**src/rtl/seq_restoring_divider.sv**
```systemverilog
// Iterative unsigned restoring divider, one quotient bit per clock via an N+1-bit trial subtract.
// Latency: done N+1 cycles after an accepted start (1 cycle when divisor==0); results held until next done.
// Backpressure: start is ignored while busy; a start during the done cycle is accepted with no dead cycle.
module seq_restoring_divider #(
    parameter int N = 8
) (
    input  logic         clk,
    input  logic         rst,
    input  logic         start,
    input  logic [N-1:0] dividend,
    input  logic [N-1:0] divisor,
    output logic         busy,
    output logic         done,
    output logic [N-1:0] quotient,
    output logic [N-1:0] remainder,
    output logic         div_by_zero
);

    localparam int CW = $clog2(N + 1);

    typedef enum logic [1:0] {IDLE, RUN, DONE} state_t;

    state_t        state, state_nxt;
    logic [N:0]    r;
    logic [N-1:0]  q;
    logic [N-1:0]  d;
    logic [CW-1:0] cnt;

    logic [N:0]    rs;
    logic [N:0]    t;
    logic [N:0]    r_nxt;
    logic [N-1:0]  q_nxt;
    logic          accept;
    logic          last;

    assign accept = start && (state != RUN);
    assign last   = (cnt == CW'(1));

    // One restoring step: shift in the next dividend bit, keep the difference only if it did not borrow.
    assign rs    = {r[N-1:0], q[N-1]};
    assign t     = rs - {1'b0, d};
    assign r_nxt = t[N] ? rs : t;
    assign q_nxt = {q[N-2:0], ~t[N]};

    assign busy = (state == RUN);
    assign done = (state == DONE);

    always_ff @(posedge clk or posedge rst) begin
        if (rst) begin
            state <= IDLE;
        end else begin
            state <= state_nxt;
        end
    end

    always_comb begin
        state_nxt = state;
        case (state)
            IDLE: begin
                if (start) begin
                    state_nxt = (divisor == '0) ? DONE : RUN;
                end
            end
            RUN: begin
                if (last) begin
                    state_nxt = DONE;
                end
            end
            DONE: begin
                if (start) begin
                    state_nxt = (divisor == '0) ? DONE : RUN;
                end else begin
                    state_nxt = IDLE;
                end
            end
            default: state_nxt = IDLE;
        endcase
    end

    always_ff @(posedge clk or posedge rst) begin
        if (rst) begin
            r           <= '0;
            q           <= '0;
            d           <= '0;
            cnt         <= '0;
            quotient    <= '0;
            remainder   <= '0;
            div_by_zero <= 1'b0;
        end else if (accept) begin
            d <= divisor;
            r <= '0;
            q <= dividend;
            if (divisor == '0) begin
                cnt         <= '0;
                quotient    <= '1;
                remainder   <= dividend;
                div_by_zero <= 1'b1;
            end else begin
                cnt <= CW'(N);
            end
        end else if (state == RUN) begin
            r   <= r_nxt;
            q   <= q_nxt;
            cnt <= cnt - CW'(1);
            // Results are published only on the final step so they stay stable through RUN.
            if (last) begin
                quotient    <= q_nxt;
                remainder   <= r_nxt[N-1:0];
                div_by_zero <= 1'b0;
            end
        end
    end

endmodule

```
**config.mk**
```make
export PLATFORM = sky130hd
export DESIGN_NAME = seq_restoring_divider
export DESIGN_NICKNAME = d
export VERILOG_FILES = /design/src/rtl/seq_restoring_divider.sv
export SDC_FILE = /design/constraint.sdc
export NUM_CORES = 1
export LEC_CHECK = 0
export CORE_UTILIZATION = 49
export CTS_CLUSTER_DIAMETER = 30
export DETAILED_ROUTE_END_ITERATION = 16
export GPL_TIMING_DRIVEN = 1
export PLACE_DENSITY_LB_ADDON = 0.2
export SETUP_SLACK_MARGIN = 0.3
export SLEW_MARGIN = 20
export SYNTH_ARGS = -nofsm -noshare
export SYNTH_HDL_FRONTEND = slang
export SYNTH_SLANG_ARGS = --single-unit
```
**constraint.sdc**
```tcl
create_clock -name clk -period 2.25 [get_ports clk]
set_clock_uncertainty 0.2 [all_clocks]
set_input_delay 0.45 -clock clk [delete_from_list [all_inputs] [get_ports clk]]
set_output_delay 0.45 -clock clk [all_outputs]
set_load 0.01 [all_outputs]
```
# Yosys cells after proc, flatten, opt, wreduce, memory -nomap -nowiden
# Index checks and enable logic that the tools add are counted.
# classes
eq_ne	7
reduce_logical	7
addsub	2
bitwise_logic	1
mux	25
# ops
cell	n
2-to-1 mux 8 bit	13
2-to-1 mux 4 bit	3
subtractor 9 x 8 -> 9 bit	1
logical NOT 8 bit	1
2-to-1 mux 2 bit	4
!= test 2 x 1 -> 1 bit, second input constant	3
one-hot mux 2 bit (3 select lines)	1
equality test 4 x 1 -> 1 bit, second input constant	1
2-to-1 mux 1 bit	4
nonzero test 2 bit	2
subtractor 4 x 1 -> 4 bit, second input constant	1
AND reduction 3 bit	1
equality test 2 x 1 -> 1 bit, second input constant	1
equality test 2 bit, second input constant	1
logical NOT 2 bit	1
!= test 2 bit, second input constant	1
AND reduction 2 bit	1
logical AND 1 bit	1
NOT 1 bit	1
# word_totals
word_cells	50
in_bits	19
register_bits	47
output_inout_bits	19

# Depth between registers and ports, before layout
# Gate-level depths: netlist (run 1).
# depth
ltp_word	5
mapped_depth	11
ltp_nobuf	10

# Worst setup path after synthesis (run 1)
# No wires, ideal clock.
# synth_path
kind	register to register
startpoint	register q[7]
endpoint	register remainder[5]
arrival_ps	2171
synth_period_minus_slack_ps	2497
setup_slack_ps	-247
required_ps	1924
stages_incl_launch_ff	11
setup_ps	126
n_path_buf	0
path_cell_list	dfrtp_1 inv_1 ha_1 inv_1 fa_1 a211oi_2 nor3_2 mux2i_4 nor2_4 and3_1 o32a_1
# synth_between
elab_chain_cells	5
# synth_rtl
item	line_no	text
from (decl)	25	logic [N-1:0] q;
from (signal assigned)	92	q <= dividend;
from (signal assigned)	103	q <= q_nxt;
subtractor 9 x 8 -> 9 bit	41	assign t = rs - {1'b0, d};
2-to-1 mux 8 bit	42	assign r_nxt = t[N] ? rs : t;
2-to-1 mux 8 bit	106	if (last) begin
2-to-1 mux 8 bit	101	end else if (state == RUN) begin
2-to-1 mux 8 bit	89	end else if (accept) begin
to (signal assigned)	96	remainder <= dividend;
to (signal assigned)	108	remainder <= r_nxt[N-1:0];
to (decl)	15	output logic [N-1:0] remainder,
# No other way between the ends. The select of a mux whose other input is x is not followed.
# A chain may end at the register's enable or synchronous reset.

# Worst setup path in the final report (run 1)
# layout_path
startpoint	register q[7]
endpoint	register remainder[7]
# Same word-level chain as after synthesis.

==> results of run 1 <==
-- repair_timing --
item                                    4_1_cts  5_1_grt
endpoints found under the setup margin       25       28
resized for setup                            11       15
gates cloned                                  1        0
pin swaps                                     7        8
setup buffers                                 4        4
-- metrics by stage --
stage          utilization  std cells  power (W)
6_report             0.724        450    0.00631
5_1_grt              0.724        450    0.00678
4_1_cts              0.707        446    0.00612
3_5_place_dp         0.676        433    0.00540
3_3_place_gp         0.676        433    0.00527
2_1_floorplan            -        283    0.00382
-- power by group --
part	internal [W]	total, W	switching [W]
Clock	0.000218	0.000503	0.000286
Sequential	0.00125	0.00151	0.000253
Combinational	0.00222	0.00430	0.00207
-- layout by cell type (no fill, tap or decap), types with 2 or more instances in the layout --
master	count
o21a_1	3
a21oi_2	2
clkbuf_8	5
or3_1	3
xor2_1	3
inv_1	11
nand3b_1	10
nor2_1	33
mux2i_1	12
buf_6	4
nor4_2	2
dlymetal6s2s_1	6
clkdlybuf4s50_1	29
a211oi_1	3
o31ai_1	2
inv_2	2
nor3_1	9
o211ai_1	4
o21ai_1	7
nor2b_1	4
a31oi_1	8
dlygate4sd2_1	2
buf_4	59
dfrtp_1	47
a21oi_1	6
o21ai_0	24
nand2_1	24
ha_1	10
xnor2_1	2
buf_12	2
nand2b_1	4
nand3_1	11
nand2_2	2
-- per-layer routing --
layer	part of all wire	global-route usage	vias up
met3	0.043	0.0402	6
li1	-	-	1188
met5	0	0	-
met4	0.0086	0.0713	0
met2	0.49	0.413	66
met1	0.46	0.347	1119
-- tightest hold or removal path, cell delays in order --
cell	delay [ns]
dlymetal6s2s_1	0.13
nand2_1	0.06
o21ai_0	0.06
-- sequential cells by signal, indices dropped and copies added, names as in the netlist --
signal and count:
state 2, d 8, quotient 8, remainder 8, r 8, div_by_zero 1, cnt 4, q 8
-- area by class of cell --
class                      instances  area, sq um  area share
clock buffer                       6         72.6      0.0196
clock inverter                     2         12.5     0.00339
inverter                          13         48.8      0.0132
multi-input combinational        209         1370       0.371
sequential                        47         1180       0.318
tap                               70         87.6      0.0237
timing repair buffer             103          926       0.251
-- logic make-up after synthesis --
group | after synthesis | share of synthesized area
xor gates and xnor gates | 5 | 0.0168
muxes | 14 | 0.0586
DFF | 47 | 0.451
adders and majority gates | 11 | 0.0557
and+or+nand+nor | 112 | 0.214
AOI/OAI and AO/OA | 67 | 0.158
buffers and inverters | 27 | 0.0451
-- final timing paths --
kind | to | slack (ns) | depth (start not counted)
min | d[4]$_DFFE_PP0P_ | 0.24 | 3
max | remainder[7]$_DFFE_PP0P_ | -0.28 | 11
max reg2reg | remainder[7]$_DFFE_PP0P_ | -0.28 | 11
min in group asynchronous | quotient[4]$_DFFE_PP0P_ | 0.30 | 3
min reg2reg | state[1]$_DFFE_PP0P_ | 0.30 | 1
max in group asynchronous | remainder[2]$_DFFE_PP0P_ | 1.33 | 3
==> run metrics, run 1 <==
setup ws final -0.279 ns; vias 2379; max frequency 0.395 GHz; synth warn 0; Area growth syn-to-layout 41.8%; core area 0.00511 sq mm; crit path launch q[7]$_DFFE_PP0P_; CP max FO 9; Slew HR 0.726; static leakage 1.70 nW; Synth Flop Type dfrtp_1; Max Cap Viol 0; top cell type's share of synthesized area 0.451; Mapped Cells 283; failing checks setup timing; Post-Syn Area per Cell 9.21 sq um; top cells by area, synth dfrtp_1 (45%), mux2i_1 (5.0%), ha_1 (4.8%), nor2_1 (4.8%), o21ai_0 (4.6%); most frequent cell after synthesis dfrtp_1; global-route wire length before repair 10.6 mm; die area 0.00561 sq mm; post-synthesis register bit count 47; clk root buf clkbuf_8; CP dominant cell by count inv_1; Port Buffers 37; # diodes 0; Placer Congestion 0.823; DRT antenna net count 0; Initial DRC Count 191; die width 74.9 um; synth unique cells 46; syn_nets 313; clock latency at the later pin of the worst-skew pair 0.30 ns; power per cell area 1710 mW/mm^2; Worst-Margin Slew 0.409 ns; drt via density 5.29; routed wire length 6.61 mm; Vert. Die Dim 74.9 um; fin crit share 1.12; RSZ-0062 raised after global routing yes; Final setup viols 18; fillcell total 386; fraction of final layout cells sized beyond drive strength 1 0.245; Top delay family on crit path simple AND/OR/NAND/NOR gates; GRT Overall Usage 0.252; min Tclk post-route 2.53 ns; Critical Path End Type register; Initial Util 0.510; status complete, but fails checks; Area after DPL 0.00345 sq mm; Hold Buf Count CTS 0; worst vdd ir 838 uV; clk sinks 47; Post-DP HPWL 4.92 mm; initial antenna violation count 0; Final Hold Vio Count 0; total grt overflow 0; Routed wire per std cell 14.7 um; Slowest Stage Delay on Critical Path 0.38 ns; CTS clk-pin slew, worst paths 0.09 ns; Req. time, crit path 2.28 ns; cts bufs inserted 5; post-route cell area 0.00370 sq mm; drc violations 0; most frequent cells after synthesis dfrtp_1 (47), nor2_1 (33), nand2_1 (26), o21ai_0 (24), mux2i_1 (13); Mapped Area 0.00261 sq mm; setup TNS -3.24 ns; TritonCTS clock tree built; min-delay src divisor[4]; fin. max-slew vios 0; first drt pass iteration count 4; Crit-path slowest cell dfrtp_1; critical setup path kind register to register; async set-or-reset flop fraction in the synthesized netlist 1.00; FF-to-FF Start q[7]$_DFFE_PP0P_; Layout Nets 409; Seq/Total Area, Yosys 0.451; largest net degree at the start of global routing 48; startpoint types register; Clock Path Buffers 2; I/O pin cnt 38; post-synth top area cell dfrtp_1; H-tree depth 2; hold crit path type primary input to register; Worst EP arrival 2.56 ns; hold slack final 0.239 ns; post-place setup slack -0.322 ns; row cnt 26; vias in the first global route 2292; critical path, cell by cell inv_1 -> ha_1 -> inv_1 -> fa_2 -> a211oi_2 -> nor3_2 -> mux2i_4 -> nor2_4 -> buf_12 -> or3_1 -> a31oi_1; Post-synth EDFFs 0; Buf+Inv Stages, Crit Path 3
Power figures use the tool's default switching activity.
==> inputs of run 2 (changes only) <==
CTS_CLUSTER_DIAMETER = default   (was 30)
==> results of run 2 <==
No change in the layout: final DEF, timing and power equal those of run 1.
==> inputs of run 3 (changes only) <==
CORE_ASPECT_RATIO = 2   (was default)
==> run metrics, run 3 (synthesis gave the netlist of run 1 again) <==
Post-DP HPWL 5.33 mm; core area 0.00514 sq mm; TritonCTS clock tree built; Req. time, crit path 2.29 ns; die area 0.00563 sq mm; startpoint types register; Final setup viols 18; Max Cap Viol 0; global-route wire length before repair 11.6 mm; final core occ 0.751; GRT Overall Usage 0.290; total grt overflow 0; Clock Path Buffers 2; Critical Path End Type register; Multi-input gate area 0.00144 sq mm; Worst-Margin Slew 0.402 ns; Slew HR 0.731; total power 0.00724 W; row cnt 37; DRT antenna net count 0; static leakage 1.71 nW; leading cell type in the layout, fill and taps excluded buf_4; RSZ-0062 raised after global routing yes; drt via density 5.66; Vert. Die Dim 105 um; largest net degree at the start of global routing 27; die width 53.6 um; Hold Buf Count CTS 0; I/O pin cnt 38; FF-to-FF Start q[7]$_DFFE_PP0P_; Initial DRC Count 56; hold slack final 0.171 ns; initial antenna violation count 0; Initial Util 0.507; clock latency at the later pin of the worst-skew pair 0.32 ns; first drt pass iteration count 4; fin. max-slew vios 0; power per cell area 1880 mW/mm^2; Port Buffers 37; status complete, but fails checks; fin crit share 1.20; # diodes 0; Routed wire per std cell 16.8 um; most frequent cells in the layout buf_4 (54), dfrtp_1 (47), clkdlybuf4s50_1 (35); clk sinks 47; failing checks setup timing; fillcell total 377; max frequency 0.369 GHz; routed wire length 7.43 mm; Area growth syn-to-layout 48.2%; H-tree depth 2; fraction of final layout cells sized beyond drive strength 1 0.279; drc violations 0; r2r worst-path depth 11; post-place setup slack -0.387 ns; Placer Congestion 0.816; Layout Nets 413; Worst EP arrival 2.75 ns; worst vdd ir 1260 uV; vias in the first global route 2572; Final Hold Vio Count 0; cts bufs inserted 5; critical setup path kind register to register; setup ws final -0.457 ns; CP max FO 7; vias 2503; Worst R2R Setup Slack -0.46 ns; hold crit path type primary input to async pin; min Tclk post-route 2.71 ns; CTS clk-pin slew, worst paths 0.09 ns; sequential cell area 0.00118 sq mm; crit path launch q[7]$_DFFE_PP0P_; clk root buf clkbuf_8
-- run 3: timing repair --
item | 4_1_cts | 5_1_grt
setup endpoints to repair | 23 | 28
buffers inserted | 8 | 2
pin swaps | 9 | 21
gates resized for setup | 18 | 22
endpoints found under the hold margin | 0 | 0
-- run 3: layout make-up --
class | count | area share
clock inverters | 3 | 0.0175
well taps | 58 | 0.0188
multi-input cells | 209 | 0.373
inverters | 13 | 0.0126
repair buffers | 107 | 0.256
clock buffers | 5 | 0.0178
flip-flops and latches | 47 | 0.305
-- run 3: final timing paths --
| check | end |
|---|---|
| max | remainder[0]$_DFFE_PP0P_ |
| min | cnt[0]$_DFFE_PP0P_ |
| max reg2reg | remainder[0]$_DFFE_PP0P_ |
| min reg2reg | state[1]$_DFFE_PP0P_ |
| max in group asynchronous | r[2]$_DFFE_PP0P_ |
| min in group clk | state[1]$_DFFE_PP0P_ |
-- run 3: per-stage QoR --
stage          TNS, ns  instance area, sq um  cells
2_1_floorplan    -2.30                  2610    283
3_3_place_gp     -3.29                  3480    424
3_5_place_dp     -4.74                  3480    424
4_1_cts          -4.35                  3750    440
5_1_grt          -7.58                  3860    442
6_report         -5.36                  3860    442
-- run 3: where the power goes --
group | internal (W) | switching (W)
Sequential | 0.00125 | 0.000256
Combinational | 0.00261 | 0.00237
Clock | 0.000443 | 0.000318
-- run 3: per-layer routing --
layer	part of all wire	wire (um)	vias up	global-route usage
met5	0	0	-	0
met4	0.042	312	0	0.180
met3	0.029	213	19	0.0553
met2	0.57	4250	68	0.527
met1	0.36	2650	1227	0.273
li1	-	-	1189	-
-- run 3: worst max-delay path, stage by stage, from the launching register on --
cell      delay [ns]
dfrtp_1         0.40
inv_2           0.07
ha_4            0.13
inv_2           0.04
fa_2            0.38
a211oi_4        0.32
nor3_4          0.08
mux2i_4         0.20
nor2_4          0.07
buf_6           0.14
or3_1           0.38
a31oi_1         0.21
